**config.mk**
```make
export PLATFORM = sky130hd
export DESIGN_NAME = matrix_col_shifter
export DESIGN_NICKNAME = d
export VERILOG_FILES = /design/src/rtl/matrix_col_shifter.sv
export SDC_FILE = /design/constraint.sdc
export NUM_CORES = 1
export LEC_CHECK = 0
export CAP_MARGIN = 20
export CELL_PAD_IN_SITES_DETAIL_PLACEMENT = 0
export CELL_PAD_IN_SITES_GLOBAL_PLACEMENT = 1
export CORE_MARGIN = 2
export CORE_UTILIZATION = 42
export CTS_BUF_LIST = sky130_fd_sc_hd__clkbuf_4 sky130_fd_sc_hd__clkbuf_8
export DETAILED_ROUTE_END_ITERATION = 8
export GPL_ROUTABILITY_DRIVEN = 0
export PLACE_DENSITY_LB_ADDON = 0.1
export SYNTH_ARGS = -nofsm -noshare
export SYNTH_HDL_FRONTEND = slang
export SYNTH_SLANG_ARGS = --single-unit
```
**constraint.sdc**
```tcl
create_clock -name clk -period 1.5 [get_ports clk]
set_input_delay 0.45 -clock clk [delete_from_list [all_inputs] [get_ports clk]]
set_output_delay 0.45 -clock clk [all_outputs]
set_load 0.03 [all_outputs]
```
**src/rtl/matrix_col_shifter.sv**
```systemverilog
// Captures one gen_line column into a holding buffer, shifts it serially into an
// external LED shift-register chain (ser_clk/ser_dat), then pulses the storage latch.
module matrix_col_shifter #(
  parameter int LINE      = 24,
  parameter int CLK_DIV   = 2,
  parameter int LATCH_W   = 2,
  parameter bit MSB_FIRST = 1'b1
) (
  input  logic            clk,
  input  logic            reset_n,
  input  logic [LINE-1:0] col_data,
  input  logic            col_valid,
  output logic            col_ready,
  input  logic            ovr_clr,
  output logic            ser_clk,
  output logic            ser_dat,
  output logic            ser_lat,
  output logic            col_done,
  output logic            busy,
  output logic            overrun,
  output logic [1:0]      dbg_state
);

  // Handshake: a column is taken on any cycle where col_valid && col_ready;
  // col_valid while !col_ready drops the column and sets the sticky overrun flag.

  localparam int BW = $clog2(LINE + 1);
  localparam int DW = (2 * CLK_DIV > 1) ? $clog2(2 * CLK_DIV) : 1;
  localparam int LW = $clog2(LATCH_W + 1);

  localparam logic [DW-1:0] DIV_LAST = DW'(2 * CLK_DIV - 1);
  localparam logic [DW-1:0] DIV_HI   = DW'(CLK_DIV);
  localparam logic [BW-1:0] BIT_LAST = BW'(LINE - 1);
  localparam logic [LW-1:0] LAT_LAST = LW'(LATCH_W - 1);

  typedef enum logic [1:0] {
    S_IDLE  = 2'd0,
    S_SHIFT = 2'd1,
    S_LATCH = 2'd2
  } state_t;

  state_t          state_q, state_d;
  logic [LINE-1:0] hold_q, hold_d;
  logic            hold_full_q, hold_full_d;
  logic [LINE-1:0] sreg_q, sreg_d;
  logic [BW-1:0]   bitcnt_q, bitcnt_d;
  logic [DW-1:0]   div_q, div_d;
  logic [LW-1:0]   lat_q, lat_d;
  logic            ser_clk_q, ser_clk_d;
  logic            ser_dat_q, ser_dat_d;
  logic            ser_lat_q, ser_lat_d;
  logic            overrun_q, overrun_d;
  logic            load_now;
  logic            accept;

  always_comb begin
    state_d     = state_q;
    hold_d      = hold_q;
    hold_full_d = hold_full_q;
    sreg_d      = sreg_q;
    bitcnt_d    = bitcnt_q;
    div_d       = div_q;
    lat_d       = lat_q;
    ser_dat_d   = ser_dat_q;
    overrun_d   = overrun_q;

    load_now  = (state_q == S_IDLE) && hold_full_q;
    col_ready = !hold_full_q || load_now;
    accept    = col_valid && col_ready;

    // An accept in the load_now cycle refills the buffer the FSM is emptying.
    if (accept) begin
      hold_d      = col_data;
      hold_full_d = 1'b1;
    end else if (load_now) begin
      hold_full_d = 1'b0;
    end

    if (col_valid && !col_ready) overrun_d = 1'b1;
    else if (ovr_clr)            overrun_d = 1'b0;

    case (state_q)
      S_IDLE: begin
        if (load_now) begin
          sreg_d    = hold_q;
          bitcnt_d  = '0;
          div_d     = '0;
          ser_dat_d = MSB_FIRST ? hold_q[LINE-1] : hold_q[0];
          state_d   = S_SHIFT;
        end
      end
      S_SHIFT: begin
        if (div_q == DIV_LAST) begin
          div_d = '0;
          if (bitcnt_q == BIT_LAST) begin
            lat_d   = '0;
            state_d = S_LATCH;
          end else begin
            sreg_d    = MSB_FIRST ? (sreg_q << 1) : (sreg_q >> 1);
            bitcnt_d  = bitcnt_q + 1'b1;
            ser_dat_d = MSB_FIRST ? sreg_d[LINE-1] : sreg_d[0];
          end
        end else begin
          div_d = div_q + 1'b1;
        end
      end
      S_LATCH: begin
        if (lat_q == LAT_LAST) state_d = S_IDLE;
        else                   lat_d   = lat_q + 1'b1;
      end
      default: state_d = S_IDLE;
    endcase

    ser_clk_d = (state_d == S_SHIFT) && (div_d >= DIV_HI);
    ser_lat_d = (state_d == S_LATCH);
  end

  always_ff @(posedge clk or negedge reset_n) begin
    if (!reset_n) begin
      state_q     <= S_IDLE;
      hold_q      <= '0;
      hold_full_q <= 1'b0;
      sreg_q      <= '0;
      bitcnt_q    <= '0;
      div_q       <= '0;
      lat_q       <= '0;
      ser_clk_q   <= 1'b0;
      ser_dat_q   <= 1'b0;
      ser_lat_q   <= 1'b0;
      overrun_q   <= 1'b0;
    end else begin
      state_q     <= state_d;
      hold_q      <= hold_d;
      hold_full_q <= hold_full_d;
      sreg_q      <= sreg_d;
      bitcnt_q    <= bitcnt_d;
      div_q       <= div_d;
      lat_q       <= lat_d;
      ser_clk_q   <= ser_clk_d;
      ser_dat_q   <= ser_dat_d;
      ser_lat_q   <= ser_lat_d;
      overrun_q   <= overrun_d;
    end
  end

  assign ser_clk   = ser_clk_q;
  assign ser_dat   = ser_dat_q;
  assign ser_lat   = ser_lat_q;
  assign col_done  = (state_q == S_LATCH) && (lat_q == LAT_LAST);
  assign busy      = (state_q != S_IDLE);
  assign overrun   = overrun_q;
  assign dbg_state = state_q;

endmodule
```
# ---- After elaboration in Yosys (flattened, before gate mapping)
# Index checks and enable logic that the tools add are counted.
dict set report totals {
  register_bits 63
  word_cells 71
}
dict set report op_classes {
  addsub 3
  magnitude_cmp 1
  n_eq_ne 12
  mux 28
  reduce_logical 16
}
# op n
set ops {}
lappend ops {{23-bit 2-to-1 mux} 3}
lappend ops {{23-bit one-hot mux with 2 select lines} 1}
lappend ops {{2-bit 2-to-1 mux} 9}
lappend ops {{5-bit 2-to-1 mux} 3}
lappend ops {{2-bit != test, second input constant} 5}
lappend ops {{5-bit one-hot mux with 2 select lines} 1}
lappend ops {{2-bit nonzero test} 5}
lappend ops {{2-bit one-hot mux with 2 select lines} 2}
lappend ops {{4-bit AND reduction} 2}
lappend ops {{1-bit 2-to-1 mux} 7}
lappend ops {{2-bit by 1-bit == test with 1-bit output, second input constant} 3}
lappend ops {{2-bit == test, second input constant} 3}
lappend ops {{2-bit one-hot mux with 3 select lines} 1}
lappend ops {{5-bit by 1-bit adder with 5-bit output, second input constant} 1}
lappend ops {{5-bit == test, second input constant} 1}
lappend ops {{1-bit logical AND} 5}
lappend ops {{2-bit by 1-bit adder with 2-bit output, second input constant} 2}
lappend ops {{2-bit >= comparator, second input constant} 1}
lappend ops {{1-bit zero test} 2}
lappend ops {{2-bit zero test} 1}
lappend ops {{1-bit one-hot mux with 2 select lines} 1}
lappend ops {{1-bit logical OR} 1}

# ---- Longest topological paths before layout
# Gate-level depths: netlist of the first run.
dict set report logic_depth {
  ltp_word 6
  ltp_mapped 6
}

# ---- Worst setup path after synthesis of the first run
# No wires, ideal clock.
dict set report synth_path {
  path_kind {reg2reg}
  from {register state_q[1], in the netlist dbg_state[1]}
  to {register hold_q[6]}
  setup_ps 128
  arrival_ps 1743
  required_ps 1372
  path_slack_ps -371
  stages_incl_launch_ff 6
  period_less_slack_ps 1871
  path_cell_list {dfrtp_1 > buf_2 > o21ai_2 > nand2_2 > buf_2 > mux2_1}
}
dict set report synth_via {
  elab_chain_len 4
}
# element line_no
set synth_rtl {}
lappend synth_rtl {{start: declaration} 42} ;# state_t state_q, state_d;
lappend synth_rtl {{start signal: assignment} 132} ;# state_q <= state_d;
lappend synth_rtl {{2-bit zero test} 67} ;# load_now = (state_q == S_IDLE) && hold_full_q;
lappend synth_rtl {{1-bit logical AND} 67}
lappend synth_rtl {{1-bit logical OR} 68} ;# col_ready = !hold_full_q || load_now;
lappend synth_rtl {{via col_ready} 13} ;# output logic col_ready,
lappend synth_rtl {{1-bit logical AND} 69} ;# accept = col_valid && col_ready;
lappend synth_rtl {{end signal: assignment} 133} ;# hold_q <= hold_d;
lappend synth_rtl {{end: declaration} 43} ;# logic [LINE-1:0] hold_q, hold_d;
# The timed path passes the listed nets, and every way through them passes these cells.
# A chain may end at the register's enable or synchronous reset.

# ---- Worst setup path after layout of the first run
dict set report layout_path {
  from {register state_q[1], in the netlist dbg_state[1]}
  to {output port col_ready}
}
dict set report layout_via {
  elab_chain_len 3
}
# element line_no
set layout_rtl {}
lappend layout_rtl {{2-bit zero test} 67}
lappend layout_rtl {{1-bit logical AND} 67}
lappend layout_rtl {{1-bit logical OR} 68}
lappend layout_rtl {{end: declaration} 13}
# Every way passes these cells.

==> results of run 1 <==
[sequential cells by signal, summed over array words and instances (netlist names)]
register and cells:
bitcnt_q 5, hold_full_q 1, sreg_q 23, dbg_state 2, overrun 1, ser_clk 1, lat_q 2, ser_dat 1
div_q 2, hold_q 24, ser_lat 1
[report_power, final]
group | switching [mW] | total, mW | internal, mW
Sequential | 0.0521 | 1.83 | 1.77
Clock | 0.705 | 1.64 | 0.937
Combinational | 0.0744 | 0.201 | 0.127
[worst register-to-register path: cells and delay by family, from the launching register on]
family / cells / cell delay (ps)
AND/OR/NAND/NOR: 1 / 490
buffers and inverters: 3 / 470
flip-flops: 1 / 410
AO/OA/AOI/OAI: 1 / 250
[layer usage]
metal | track usage, % | up-vias
met5 | 0 | -
met4 | 7.36 | 0
met3 | 4.23 | 8
met2 | 32.9 | 49
met1 | 25.9 | 1073
li1 | - | 960
[worst max-delay path by stage]
stage,startpoint,endpoint,cells after the start
2_1_floorplan,dbg_state[1],hold_q[14],5
4_1_cts,lat_q[1],col_done,4
3_3_place_gp,dbg_state[1],sreg_q[7],4
6_report,dbg_state[1],col_ready,3
3_5_place_dp,dbg_state[1],sreg_q[17],4
5_1_grt,lat_q[1],col_done,4
[cells by family (layout without fill, tap and decap cells)]
family | after synthesis | after routing | synth area share, %
flip-flops | 63 | 63 | 57.6
AND/OR/NAND/NOR | 51 | 54 | 11.2
AO/OA/AOI/OAI | 42 | 44 | 14.6
multiplexers | 26 | 26 | 10.6
buffers and inverters | 22 | 104 | 4.61
adder cells (fa/ha/maj) | 3 | 3 | 1.37
[cells in the final DEF, fill, tap and decap left out, drive strengths merged, types with 3 or more instances in the layout]
cell type,instances
or2,4
dfrtp,63
nor2,4
clkinvlp,3
o221a,23
buf,50
ha,3
mux2,24
inv,8
or3,23
nand2,9
clkdlybuf4s50,25
o21ai,8
clkbuf,13
[area by class of cell]
class / count / area (µm²)
Tap cell: 77 / 96.3
Clock inverter: 7 / 96.3
Clock buffer: 9 / 124
Multi-Input combinational cell: 127 / 1300
Sequential cell: 63 / 1580
Timing Repair Buffer: 81 / 927
Fill cell: 469 / 2170
Inverter: 7 / 26.3
[repair_timing]
item | in CTS | in global routing
buffers inserted | 15 | 4
pin swaps | 11 | 16
gates cloned | 5 | 7
gates resized for setup | 46 | 27
setup endpoints to repair | 60 | 51
==> results.md, run 1 <==
- Post-CTS Hold Fix Bufs: 0
- Syn Area/Cell: roughly 13 µm²
- Worst Tran Pin Value: 690 ps
- Gr ovfl total: 0
- Core ar.: 0.00631 mm²
- RSZ-0062 raised after global routing: true
- Max-Cap Viols: 0
- R2R Setup Slk: -210 ps
- H-tree depth: 3
- # port buffers: 36
- Setup CP Type: reg -> out
- CP top delay family: flip-flops
- Routed length on met3: 263 µm
- Final setup viols: 34
- Leakage: 1.81 nW
- FF-to-FF Start: dbg_state[0]
- Fmax: roughly 580 MHz
- Final hold vios: 0
- FF+latch count, synth: 63
- Violated checks: negative setup slack
- Post-synthesis cell count: around 210
- Synth cell types: 40
- Pre-CTS setup slack: -346 ps
- PwrDens: approximately 890 mW/mm²
- First-pass GRT wire length: between 10 and 15 mm
- TritonCTS clock tree: built
- Final core occ: about two thirds
- Clock transition at path regs: ~70 ps
- Die width: roughly 85 µm
- Synth cell count leaders: 63 x dfrtp_1, 23 x or3_1, 22 x mux2_2
- Initial antenna violation count: 0
- WL per Instance: 19.7 µm
- Cell taking the most area after synthesis: dfrtp_1
- WP data arrival: around 1300 ps
- Clock root buffer master: clkbuf_8
- Top-count cell post-synth: dfrtp_1
- Rows: 29
- Post-route ant nets: 0
- Initial Util: 43.4%
- Vias: 2,090
- Number of flops mapped to enable cells by yosys: 0
- Number of global-route vias before repair: ~2.1k
- Non-filler instance count after layout: 371
- Max clock buf depth: 2
- Top post-synthesis cells by area: dfrtp_1 58%, mux2_2 9.0%, o221a_1 6.6%, or3_1 5.3%, o221a_2 2.9%
- Startpoint Class: flop
- Sequential-to-total area share from yosys stat: 57.6%
- Post-synthesis async set-or-reset flop share: 100%
- Tmin final: 1730 ps
- Die Y: between 80 and 90 µm
- Placed cell area: 0.00332 mm²
- Worst Slack Setup Final: -227 ps
- DP HPWL: 3.75 mm
- Area of the die: roughly 0.0072 mm²
- Syn-to-layout area delta: 51.4%
- Crit-path max FO: 5
- Worst-path cell chain: buf_8 -> o21ai_4 -> buf_6
- WHS: 101 ps
- Final net count: 320
- Aggregate global-route resource usage: about a fifth
- Number of buffers and inverters on the critical path: 2
- Mapped cell area: approximately 0.0027 mm²
- VDD IR-drop max: slightly below 0.0006 V
- DP Cell Count: approximately 330
- Slew Viols, Final: 0
- Slowest library cell on the worst path: dfrtp_2
- ANT cells: 0
- Cells on worst reg2reg path: 5
- Total length of routed met2 wires: 3.91 mm
- DRC violation count after routing: 0
- Drt initial violations: roughly 130
- Required @ worst endpoint: between 1000 and 1500 ps
- Share of layout cells above drive strength 1: 43.9%
- Top FF cell, synth: dfrtp_1
- Pwr Total: approximately 3.7 mW
- Clk_skew: ~12 ps
- Num CTS Buffers: 9
- RR Endpoint: sreg_q[9]
- Crit. End Element: primary output
- Drt total wl: about 7.3 mm
- Final worst-path cycle share: 115%
- First-pass DRT Iterations: 4
- Worst-Skew Late Latency: approximately 340 ps
- Fin area: about 0.0041 mm²
- Drt via density: roughly 5.6
- Max-slew headroom: between 50% and 60%
- Synth top area share: 57.6%
- Status: finished, violations left
- Net count after synthesis: roughly 240
- Synth Warn #: 0
- Setup_tns: -5470 ps
- Highest metal used: met4
- IO Count: 37
- Max incr delay on CP: 440 ps
- Sink Count: 63
- Met1 wire length: a little over 3 mm
- Worst hold path class: in -> async
- Pin count of the biggest net entering global routing: 64
Power figures use the tool's default switching activity.
==> inputs of run 2 (changes only) <==
- SETUP_SLACK_MARGIN: not set -> 0.05
- SKIP_CTS_REPAIR_TIMING: not set -> 1
==> run 2 against run 1 <==
  * The flow still finishes with violations (negative setup slack)
  * Combinational power rose by 5%
  * Utilization decreased by 1.0 points
  * Via count fell by 1.6%
  * Non-clock buffer count down 5
  * Fmax grew 0.86%
  * Register-to-register slack improved by 90 ps
  * Largest power group unchanged
  * Sequential share of layout area is 0.61 points higher
  * Wire length down 0.70%
  * Critical path type unchanged
  * Critical path depth increased by 1
  * Hold slack worse by 90 ps
  * Clock power rose by 2%
  * Cell count fell by 1.6%
  * Highest routed layer unchanged
==> results.md, run 2 (same netlist as run 1, synthesis figures left out) <==
- Leakage: 1.81 nW (-0.33%)
- Area of the die: 0.00718 mm² (unchanged)
- WL per Instance: 19.9 µm (+0.94%)
- Fin area: 0.00408 mm² (-1.6%)
- Core ar.: 0.00631 mm² (unchanged)
- Die width: 84.8 µm (unchanged)
- Max-slew headroom: 47.9% (-6.0 points)
- Global Route met3 Usage: 3.83% (-0.39 points)
- Crit-path max FO: 5 (unchanged)
- H-tree depth: 3 (unchanged)
- Max incr delay on CP: 420 ps (-20 ps)
- Rows: 29 (unchanged)
- Post-route ant nets: 0 (unchanged)
- Pin count of the biggest net entering global routing: 29 (-55%)
- Fmax: 584 MHz (+0.86%)
- # port buffers: 36 (unchanged)
- First-pass DRT Iterations: 4 (unchanged)
- Placed cell area: 0.00334 mm² (+0.64%)
- Final net count: 314 (-1.9%)
- Aggregate global-route resource usage: 17.8% (-2.1 points)
- Vias: 2,057 (-1.6%)
- WP data arrival: 1260 ps (-20 ps)
- Required @ worst endpoint: 1050 ps (about the same)
- Clk_skew: 11.3 ps (-0.665 ps)
- Die Y: 84.8 µm (unchanged)
- Final hold vios: 0 (unchanged)
- Violated checks: negative setup slack
- Slew Viols, Final: 0 (unchanged)
- Drt via density: 5.64 (about the same)
- Final worst-path cycle share: 114% (-0.98 points)
- Max clock buf depth: 2 (unchanged)
- Startpoint Class: flop
- CP top delay family: flip-flops
- ANT cells: 0 (unchanged)
- Non-filler instance count after layout: 365 (-1.6%)
- Setup CP Type: reg -> out
- Commonest non-fill, non-tap cell in the layout: dfrtp_1
- TritonCTS clock tree: built
- Drt initial violations: 76 (-40%)
- Worst-path cell chain: buf_8 -> inv_1 -> and3_4 -> buf_6
- Gr ovfl total: 0 (unchanged)
- DP HPWL: 3.88 mm (+3.4%)
- RSZ-0062 raised after global routing: true
- Final core occ: 64.6% (-1.0 points)
- Syn-to-layout area delta: 49.0%
- Worst-Skew Late Latency: 340 ps (about the same)
- Num CTS Buffers: 9 (unchanged)
- Crit. End Element: primary output
- Worst hold path class: in -> async
- Fillers: 481 (+2.6%)
- Final setup viols: 31 (-8.8%)
- Setup_tns: -3090 ps (+2390 ps)
- DRC violation count after routing: 0 (unchanged)
- Number of buffers and inverters on the critical path: 3 (+1)
- IO Count: 37 (unchanged)
- Most used routing layer: met2
- R2R Setup Slk: -120 ps (+90 ps)
- Clock root buffer master: clkbuf_8
- Number of global-route vias before repair: 2,058 (-3.9%)
- Top reg by flops: hold_q
- DP Cell Count: 326 (+0.31%)
- PwrDens: 912 mW/mm² (+3.0%)
- First-pass GRT wire length: 10.1 mm (-9.2%)
- Sink Count: 63 (unchanged)
- Share of layout cells above drive strength 1: 43.1% (-0.82 points)
- Pwr Total: 3.72 mW (+1.4%)
- Initial Util: 43.4% (unchanged)
- Largest register FFs: 24 (unchanged)
- VDD IR-drop max: 0.000673 V (+15%)
- Largest registers: hold_q (24), sreg_q (23), bitcnt_q (5)
- Leading cell types in the layout, fill and taps excluded: 61 x dfrtp_1, 25 x clkdlybuf4s50_1, 21 x or3_1
- Pre-CTS setup slack: -337 ps (+8.99 ps)
- WHS: 11.6 ps (-89.6 ps)
- Clock transition at path regs: 80 ps (about the same)
- Met2 Resource Use GR: 29.0% (-3.9 points)
- Worst Slack Setup Final: -213 ps (+14.8 ps)
- Worst Tran Pin Value: 780 ps (+90.1 ps)
- Status: finished, violations left
- Max-Cap Viols: 0 (unchanged)
- Initial antenna violation count: 0 (unchanged)
- Grt met1 use: 22.7% (-3.2 points)
- Slowest library cell on the worst path: dfrtp_2
- Drt total wl: 7.27 mm (-0.70%)
- Tmin final: 1710 ps (-14.8 ps)
-- run 2: cell types whose count changed in the layout (fill, tap and decap cells not counted), sizes merged --
cell           previous run  this run
buf                      50        41
clkbuf                   13        19
clkdlybuf4s15             1         0
clkinv                    1         2
clkinvlp                  3         1
dlymetal6s2s              1         2
inv                       8         7
o21ai                     8         7
-- run 2: metal layers --
| layer | share of wire, % | vias up |
|---|---|---|
| met5 | 0 | - |
| met4 | 2.7 | 0 |
| met3 | 4.2 | 19 |
| met2 | 51 | 45 |
| met1 | 42 | 1052 |
| li1 | - | 941 |
-- run 2: worst reg2reg max path, delay by kind of cell (launching register included) --
family,cells,cell delay [ps]
AO/OA/AOI/OAI,1,240
AND/OR/NAND/NOR,1,500
buffers and inverters,2,340
flip-flops,1,420
-- run 2: cell type report --
type,count,area (µm²),area share (%)
clock buffers,11,145,3.56
clock inverters,5,81.3,1.99
inverters,7,26.3,0.644
multi-input cells,126,1290,31.7
flip-flops and latches,63,1580,38.7
well taps,77,96.3,2.36
repair buffers,76,861,21.1
-- run 2: path summary, 6_finish.rpt --
kind / startpoint / to / depth (start not counted)
worst max-delay path: dbg_state[0] / col_done / 4
worst min-delay path: reset_n / sreg_q[10] / 1
worst max register to register: dbg_state[0] / sreg_q[16] / 4
worst min register to register: hold_q[0] / sreg_q[0] / 2
max in group asynchronous: reset_n / dbg_state[0] / 2
min in group clk: hold_q[0] / sreg_q[0] / 2
-- run 2: report_power, final --
part / leakage (nW) / internal, mW / switching (mW)
Sequential: 0.817 / 1.78 / 0.0530
Combinational: 0.877 / 0.133 / 0.0778
Clock: 0.113 / 1.00 / 0.682
Total: 1.81 / 2.91 / 0.812
==> inputs of run 3 (changes only) <==
- GPL_TIMING_DRIVEN: not set -> 0
==> run 3 against run 2 <==
  * The run still ends with negative setup slack left
  * Clock skew is 4.6 ps lower
  * Non-clock buffer count fell by 3
  * Sequential power about the same
  * Final area is 6.1% lower
  * Global-route usage shrank 1.1 points
  * Hold slack improved by 190 ps
  * Flip-flop and latch count did not move
  * Largest cell class unchanged
  * Critical path depth unchanged
  * Setup slack got worse by 12 ps
  * Wire length decreased by 22%
  * Die area unchanged
==> results.md, run 3 (same netlist as run 1, synthesis figures left out) <==
- Sink Count: 63 (unchanged)
- Drt via density: 5.38 (-4.5%)
- Post-route ant nets: 0 (unchanged)
- Die Y: 84.8 µm (unchanged)
- DP Cell Count: 320 (-1.8%)
- Pin count of the biggest net entering global routing: 64 (+120%)
- Aggregate global-route resource usage: 16.7% (-1.1 points)
- Required @ worst endpoint: 1050 ps (about the same)
- Core ar.: 0.00631 mm² (unchanged)
- Crit-path max FO: 9 (+4)
- Drt initial violations: 57 (-25%)
- Max clock buf depth: 2 (unchanged)
- First-pass DRT Iterations: 4 (unchanged)
- Die width: 84.8 µm (unchanged)
- Largest registers: hold_q (24), sreg_q (23), bitcnt_q (5)
- H-tree depth: 3 (unchanged)
- Rows: 29 (unchanged)
- Tmin final: 1730 ps (+12.4 ps)
- Worst Slack Setup Final: -225 ps (-12.4 ps)
- Worst Tran Pin Value: 793 ps (+13.2 ps)
- WL per Instance: 15.9 µm (-20%)
- Num CTS Buffers: 9 (unchanged)
- First-pass GRT wire length: 9.45 mm (-6.0%)
- Drt total wl: 5.68 mm (-22%)
- Most used routing layer: met2
- # port buffers: 36 (unchanged)
- RR Endpoint: sreg_q[14]
- FF-to-FF Start: bitcnt_q[0]
- WP data arrival: 1280 ps (+20 ps)
- Pwr Total: 3.62 mW (-2.6%)
- Fillers: 533 (+11%)
- Syn-to-layout area delta: 39.9%
- Vias: 1,927 (-6.3%)
- Clock transition at path regs: 70 ps (about the same)
- Met2 Resource Use GR: 24.9% (-4.1 points)
- Number of global-route vias before repair: 1,946 (-5.4%)
- Grt met1 use: 23.0% (+0.30 points)
- Startpoint Class: flop
- Largest register FFs: 24 (unchanged)
- Max-slew headroom: 47.1% (-0.79 points)
- Initial antenna violation count: 0 (unchanged)
- Area of the die: 0.00718 mm² (unchanged)
- Slew Viols, Final: 0 (unchanged)
- Fmax: 580 MHz (-0.72%)
- Non-filler instance count after layout: 358 (-1.9%)
- Final core occ: 60.7% (-4.0 points)
- Leading cell types in the layout, fill and taps excluded: 61 x dfrtp_1, 26 x clkdlybuf4s50_1, 22 x mux2_2
- Worst-Skew Late Latency: 340 ps (about the same)
- Final net count: 307 (-2.2%)
- Final hold vios: 0 (unchanged)
- Clk_skew: 6.70 ps (-4.57 ps)
- Status: finished, violations left
- Commonest non-fill, non-tap cell in the layout: dfrtp_1
- Leakage: 1.71 nW (-5.3%)
- RSZ-0062 raised after global routing: true
- Global Route met3 Usage: 6.00% (+2.2 points)
- R2R Setup Slk: -210 ps (-90 ps)
- IO Count: 37 (unchanged)
- Share of layout cells above drive strength 1: 42.0% (-1.1 points)
- Clock root buffer master: clkbuf_8
- TritonCTS clock tree: built
- Top reg by flops: hold_q
- Initial Util: 43.4% (unchanged)
- Placed cell area: 0.00330 mm² (-1.3%)
- Final setup viols: 32 (+3.2%)
- Violated checks: negative setup slack
- DP HPWL: 3.42 mm (-12%)
- DRC violation count after routing: 0 (unchanged)
- Setup_tns: -4240 ps (-1160 ps)
- Worst Setup SP: dbg_state[0]
- Crit. End Element: primary output
- Worst hold path class: in -> async
- PwrDens: 946 mW/mm² (+3.8%)
- Setup CP Type: reg -> out
- Gr ovfl total: 0 (unchanged)
- Max-Cap Viols: 0 (unchanged)
- Cells on worst reg2reg path: 6 (+2)
- ANT cells: 0 (unchanged)
- Final worst-path cycle share: 115% (+0.83 points)
- Fin area: 0.00383 mm² (-6.1%)
- VDD IR-drop max: 0.000829 V (+23%)
[run 3: changes by cell type in the layout (fill, tap and decap cells not counted), moves of 2 or more]
cell | previous run | this run
or3_4 | 2 | 8
or3_1 | 21 | 15
clkbuf_2 | 3 | 6
nand2_8 | 3 | 1
buf_12 | 7 | 2
mux2_2 | 20 | 22
clkbuf_16 | 5 | 1
buf_6 | 12 | 16
o221a_4 | 7 | 5
o221a_2 | 0 | 2
mux2_4 | 4 | 2
buf_4 | 20 | 18
[run 3: layout make-up]
type / instances / area (µm²) / area share [%]
buffer: 15 / 181 / 4.74
clock buffer: 10 / 131 / 3.43
clock inverter: 6 / 85.1 / 2.22
inverter: 7 / 26.3 / 0.686
multi-input combinational: 122 / 1190 / 31.2
sequential: 63 / 1580 / 41.2
tap: 77 / 96.3 / 2.51
timing repair buffer: 58 / 537 / 14.0
[run 3: how the worst max path moves through the flow]
stage                    to  cells past startpoint  slack (ps)
3_3_place_gp   dbg_state[1]                      1       -2430
4_1_cts            col_done                      4        -830
2_1_floorplan    hold_q[14]                      5        -130
5_1_grt            col_done                      4        -280
6_report           col_done                      4        -230
3_5_place_dp       col_done                      4        -430
[run 3: per-stage QoR]
step	hold WS, ps	setup slack (ps)
after floorplan	154	-126
after global placement	457	-2430
after detailed placement	481	-432
after CTS	215	-826
after global routing	257	-279
final	198	-225
[run 3: routing by layer]
metal	up-vias	part of all wire (%)
met5	-	0
li1	921	-
met2	34	48
met1	965	47
met4	0	1.1
met3	7	3.5
[run 3: critical path: stages (launching register included)]
cell     delay, ps
dfrtp_2        410
buf_6          140
inv_2           80
and3_2         180
buf_6          120
[run 3: where the power goes]
| part | switching (mW) | internal [mW] | leakage [nW] |
|---|---|---|---|
| Clock | 0.673 | 0.948 | 0.106 |
| Combinational | 0.0640 | 0.118 | 0.788 |
| Sequential | 0.0451 | 1.78 | 0.817 |
| Total | 0.782 | 2.84 | 1.71 |
